==> src/rtl/rf_pkg.sv <==
// Shared constants for the register-file write-back path.
package rf_pkg;

  localparam int AW   = 5;
  localparam int DW   = 32;
  localparam int NREG = 32;
  localparam int NREQ = 3;

  localparam logic [AW-1:0] REG_ZERO = '0;

endpackage

==> src/rtl/rf_wb_rr_arb.sv <==
// One-hot grant over write-back requesters.
// RF_WB_RR_EN selects round-robin; otherwise fixed priority.
module rf_wb_rr_arb
  import rf_pkg::*;
#(
  parameter int NREQ = rf_pkg::NREQ
) (
  input  logic            clk,
  input  logic            rst_n,
  input  logic [NREQ-1:0] req,
  output logic [NREQ-1:0] grant
);

  logic found;

`ifdef RF_WB_RR_EN
  localparam int PW = (NREQ > 1) ? $clog2(NREQ) : 1;

  logic [PW-1:0] ptr;
  logic [PW-1:0] ptr_nxt;
  int            idx;

  // Pointer only moves when a grant is issued,
  // and every grant is a completed transfer.
  always_comb begin
    grant   = '0;
    ptr_nxt = ptr;
    found   = 1'b0;
    idx     = 0;
    for (int k = 0; k < NREQ; k++) begin
      idx = (int'(ptr) + k) % NREQ;
      for (int j = 0; j < NREQ; j++) begin
        if (!found && j == idx && req[j]) begin
          found    = 1'b1;
          grant[j] = 1'b1;
          ptr_nxt  = PW'((j + 1) % NREQ);
        end
      end
    end
  end

  always_ff @(posedge clk or negedge rst_n) begin
    if (!rst_n) begin
      ptr <= '0;
    end else begin
      ptr <= ptr_nxt;
    end
  end
`else
  logic unused_clk;

  assign unused_clk = clk ^ rst_n;

  always_comb begin
    grant = '0;
    found = 1'b0;
    for (int j = 0; j < NREQ; j++) begin
      if (!found && req[j]) begin
        found    = 1'b1;
        grant[j] = 1'b1;
      end
    end
  end
`endif

endmodule

==> src/rtl/rf_wb_arbiter.sv <==
// Register-file write-back arbiter with RAW scoreboard.
// Define RF_WB_RR_EN for round-robin arbitration.
module rf_wb_arbiter
  import rf_pkg::*;
#(
  parameter int NREQ = rf_pkg::NREQ,
  parameter int AW   = rf_pkg::AW,
  parameter int DW   = rf_pkg::DW
) (
  input  logic              clock,
  input  logic              reset,
  input  logic [NREQ-1:0]   req_valid,
  input  logic [NREQ*AW-1:0] req_rd,
  input  logic [NREQ*DW-1:0] req_data,
  output logic [NREQ-1:0]   req_ready,
  output logic              RegWr,
  output logic [AW-1:0]     RW,
  output logic [DW-1:0]     busW,
  input  logic              iss_valid,
  input  logic [AW-1:0]     iss_rd,
  input  logic [AW-1:0]     qa,
  input  logic [AW-1:0]     qb,
  output logic              busy_a,
  output logic              busy_b,
  output logic [NREG-1:0]   pending,
  output logic              sb_err
);

  logic [NREQ-1:0] grant;
  logic [AW-1:0]   sel_rd;
  logic [DW-1:0]   sel_data;
  logic            xfer;

  rf_wb_rr_arb #(
    .NREQ (NREQ)
  ) u_arb (
    .clk   (clock),
    .rst_n (reset),
    .req   (req_valid),
    .grant (grant)
  );

  assign req_ready = grant & {NREQ{reset}};
  assign xfer      = |(req_valid & req_ready);

  always_comb begin
    sel_rd   = '0;
    sel_data = '0;
    for (int j = 0; j < NREQ; j++) begin
      if (grant[j]) begin
        sel_rd   = req_rd[j*AW +: AW];
        sel_data = req_data[j*DW +: DW];
      end
    end
  end

  // $0 transfers are accepted but never raise the write enable.
  always_ff @(posedge clock or negedge reset) begin
    if (!reset) begin
      RegWr <= 1'b0;
      RW    <= '0;
      busW  <= '0;
    end else begin
      RegWr <= xfer && (sel_rd != AW'(REG_ZERO));
      if (xfer) begin
        RW   <= sel_rd;
        busW <= sel_data;
      end
    end
  end

  logic [NREG-1:0] set_vec;
  logic [NREG-1:0] clr_vec;
  logic [NREG-1:0] pend_nxt;
  logic            iss_err;

  always_comb begin
    set_vec = '0;
    clr_vec = '0;
    for (int r = 0; r < NREG; r++) begin
      if (iss_valid && iss_rd == AW'(r)) begin
        set_vec[r] = 1'b1;
      end
      if (RegWr && RW == AW'(r)) begin
        clr_vec[r] = 1'b1;
      end
    end
    set_vec[REG_ZERO] = 1'b0;
    // Set after clear so a same-edge reissue keeps the bit.
    pend_nxt           = (pending & ~clr_vec) | set_vec;
    pend_nxt[REG_ZERO] = 1'b0;
    iss_err            = |(set_vec & pending & ~clr_vec);
  end

  always_ff @(posedge clock or negedge reset) begin
    if (!reset) begin
      pending <= '0;
      sb_err  <= 1'b0;
    end else begin
      pending <= pend_nxt;
      if (iss_err) begin
        sb_err <= 1'b1;
      end
    end
  end

  assign busy_a = pending[qa];
  assign busy_b = pending[qb];

endmodule

==> config.mk <==
export PLATFORM = sky130hd
export DESIGN_NAME = rf_wb_arbiter
export DESIGN_NICKNAME = d
export VERILOG_FILES = /design/src/rtl/rf_pkg.sv /design/src/rtl/rf_wb_rr_arb.sv /design/src/rtl/rf_wb_arbiter.sv
export SDC_FILE = /design/constraint.sdc
export NUM_CORES = 1
export LEC_CHECK = 0
export ABC_AREA = 1
export CAP_MARGIN = 20
export CORE_MARGIN = 2
export CORE_UTILIZATION = 38
export CTS_BUF_LIST = sky130_fd_sc_hd__clkbuf_16
export DETAILED_ROUTE_END_ITERATION = 10
export PLACE_DENSITY = 0.77
export RECOVER_POWER = 25
export SLEW_MARGIN = 20
export SYNTH_ARGS = -nofsm -noshare
export SYNTH_HDL_FRONTEND = slang
export SYNTH_HIERARCHICAL = 1
export SYNTH_SLANG_ARGS = --single-unit
==> constraint.sdc <==
create_clock -name clock -period 1.4 [get_ports clock]
set_input_delay 0.14 -clock clock [delete_from_list [all_inputs] [get_ports clock]]
set_output_delay 0.14 -clock clock [all_outputs]
set_load 0.02 [all_outputs]
==> PnR_summary.wiki <==
{| class="wikitable"
! Metric !! Value
|-
| Synth cell types || 20
|-
| Crit end category || register
|-
| Cells on worst reg2reg path || 10
|-
| Clock tree buffer depth || 2
|-
| Initial Util || 38.68%
|-
| Clock latency at the later pin of the worst-skew pair || 0.34 ns
|-
| Number of antenna violations at the first check in global routing || 0
|-
| Fin crit share || 116.8%
|-
| Unrepaired setup endpoints after global routing || yes
|-
| Number of core rows || 40
|-
| Total power density per cell area || 1149 nW/um2
|-
| Most frequent cell after synthesis || nand2_1
|-
| Level count of the clock H-tree || 3
|-
| Core Footprint || 11,960 um2
|-
| Cell count after synthesis || 734
|-
| Setup violators final || 9
|-
| Pin count of the biggest net entering global routing || 70
|-
| Port Buffer Count || 206
|-
| DRC violations left || 0
|-
| Worst setup endpoint || sb_err$_DFFE_PN0P_
|-
| Maximum vdd drop || 653.0 uV
|-
| Cell area after layout || 8449 um2
|-
| Via density per instance || 5.177
|-
| Launch point of the critical path || RW[0]$_DFFE_PN0P_
|-
| Root buffer cell || clkbuf_16
|-
| Fmax || 611.6 MHz
|-
| Async set-reset flop share out of synthesis || 100.0%
|-
| Total clock buffers created by CTS || 9
|-
| Diode insertion count for antenna repair || 0
|-
| Outcome || finished, violations left
|-
| Violated checks || negative setup slack
|-
| Final worst setup slack || -0.2352 ns
|-
| Max-cap violations || 0
|-
| WP data arrival || 1.85 ns
|-
| Worst rel slew slack || 56.90%
|-
| R2r setup slk || -0.24 ns
|-
| DR pass1 iterations || 5
|-
| Sink count of the clock tree || 70
|-
| Clock tree from TritonCTS || yes
|-
| Count of warnings emitted by yosys || 6
|-
| Number of nets in the synthesized netlist || 866
|-
| Static power due to leakage || 4.079 nW
|-
| Worst path required time || 1.62 ns
|-
| Number of violations reported at the end of detailed-routing iteration 0 || 450
|-
| Seq cells post-synth || 70
|-
| Overall die height || 114.3 um
|-
| Final count of hold timing violations || 0
|-
| EDFF count, synth || 0
|-
| Worst hold path type || input pin to async pin
|-
| I/O pins || 208
|-
| Net total in the final layout || 1,187
|-
| Grt ovf || 0
|-
| Avg Cell Area, Syn || 6.304 um2
|-
| Synth top area share || 37.86%
|-
| Area leader, netlist || dfrtp_1
|-
| Clk slew on worst S/H paths || 0.06 ns
|-
| Setup skew after layout || 0.006851 ns
|-
| Number of global-route vias before repair || 5,920
|-
| Avg WL per Cell || 15.96 um
|-
| Reg-to-Reg End || sb_err$_DFFE_PN0P_
|-
| Leading cell types by count after synthesis || nand2_1, o21ai_0, nand3_1, dfrtp_1, nor2_1
|-
| Fraction of layout cells with a size suffix above 1 || 23.30%
|-
| Primary flip-flop cell chosen by synthesis mapping || dfrtp_1
|-
| Routability congestion estimate || 0.9175
|-
| Placed inst area || 7731 um2
|-
| Cells taking the most area after synthesis || dfrtp_1, nand2_1, o21ai_0, nand3_1, nor2_1
|-
| Die X-Extent || 114.3 um
|-
| Wire length after detailed routing || 19,260 um
|-
| Critical setup path kind || register to register
|-
| Top fanout value on the critical path || 5
|-
| Launch instance of the worst register-to-register path || RW[0]$_DFFE_PN0P_
|-
| Die area || 13,070 um2
|-
| Mapped cell area || 4627 um2
|-
| Slew @ Worst Pin || 0.6464 ns
|-
| Number of nets with antenna violations after routing || 0
|-
| Estimated wirelength of the detail-placed design || 14,240 um
|-
| Worst slack at placement || -0.8778 ns
|-
| Sequential cell area fraction in the yosys report || 37.86%
|-
| Wire length of the first global-routing pass || 29,780 um
|-
| Via count of the routed design || 6,249
|-
| Slew Viols, Final || 0
|-
| Layout Area Growth over Synthesis || 82.61%
|-
| Total track usage || 29.24%
|-
| Worst Setup Start Kind || register
|-
| Final period demand of the worst path || 1.635 ns
|}
==> logic make-up after synthesis <==
kind of cell	after synthesis	share of synthesized area (%)
compound gates	158	17.36
buf+inv	75	6.977
flops	70	37.86
other cells	1	0.08105
simple gates	430	37.72
==> timing repair <==
action / CTS / global route
setup buffers: 11 / 5
resized for setup: 182 / 58
hold endpoints to repair: 1 / 0
cloned: 1 / 2
pin swaps: 37 / 15
hold buffers: 1 / 0
setup endpoints to repair: 108 / 114
==> cell type report <==
type | instances | area, um2
Fill cell | 983 | 3512
Timing Repair Buffer | 346 | 3206
Clock inverter | 7 | 80.08
Multi-Input combinational cell | 589 | 2824
Sequential cell | 70 | 1767
Inverter | 39 | 163.9
Tap cell | 147 | 183.9
Clock buffer | 9 | 225.2
==> sequential cells by signal, indices dropped and copies added (netlist names) <==
| signal | flops |
|---|---|
| pending | 31 |
| sb_err | 1 |
| busW | 32 |
| RW | 5 |
| RegWr | 1 |
==> metal layers <==
| layer | wire length, um | vias up | global-route usage [%] | share of wire, % |
|---|---|---|---|---|
| li1 | - | 3043 | - | - |
| met1 | 7675 | 2839 | 35.66 | 40 |
| met2 | 9535 | 312 | 50.99 | 50 |
| met3 | 1298 | 55 | 4.764 | 6.7 |
| met4 | 753 | 0 | 12.76 | 3.9 |
| met5 | 0 | - | 0 | 0 |
==> through the flow <==
stage	power [mW]	utilization, %	setup TNS, ns	instances	hold WS (ns)
finish	9.706	70.64	-0.7079	1207	0.1996
global route	10.23	70.64	-4.580	1207	0.2280
detailed placement	7.189	64.63	-19.39	1173	-0.06170
floorplan	4.532	-	0	734	-0.1556
global placement	7.134	64.63	-18.00	1173	-0.06259
CTS	9.546	69.32	-0.5134	1202	0.1551
==> worst min-delay path by stage <==
stage / endpoint / slack (ns) / cells after the start
CTS: busW[13]$_DFFE_PN0P_ / 0.16 / 2
floorplan: RW[0]$_DFFE_PN0P_ / -0.16 / 0
detailed placement: busW[13]$_DFFE_PN0P_ / -0.06 / 1
finish: busW[13]$_DFFE_PN0P_ / 0.20 / 2
global route: busW[13]$_DFFE_PN0P_ / 0.23 / 2
global placement: busW[13]$_DFFE_PN0P_ / -0.06 / 1
==> cells in the final DEF, fill, tap and decap left out, types with 5 or more instances in the layout <==
master / count
buf_6: 14
o21ai_0: 86
dlygate4sd2_1: 67
nand2_1: 255
nor2_1: 50
nand3_1: 67
a21oi_1: 43
inv_1: 24
buf_12: 11
nor2_4: 12
buf_4: 114
clkbuf_16: 11
dfrtp_1: 58
inv_4: 5
nand3_2: 15
dfrtp_2: 12
o21ai_1: 21
clkdlybuf4s50_1: 125
nand2_2: 13
nor2_2: 8
inv_2: 10
==> worst max-delay path: stages, from the launching register on <==
cell     delay, ns
dfrtp_2       0.47
inv_2         0.11
nand2_4       0.08
inv_2         0.08
nand3_1       0.11
nand3_1       0.14
nand2_1       0.10
nor2_4        0.13
nand2_1       0.07
nor2_1        0.15
nand2_1       0.07
==> power breakdown <==
part | total (mW) | switching, mW | leakage (nW) | internal, mW
clock | 2.39 | 0.855 | 0.153 | 1.53
sequential | 2.98 | 0.475 | 0.783 | 2.51
combinational | 4.34 | 2.27 | 3.14 | 2.07
Power figures use the tool's default switching activity.
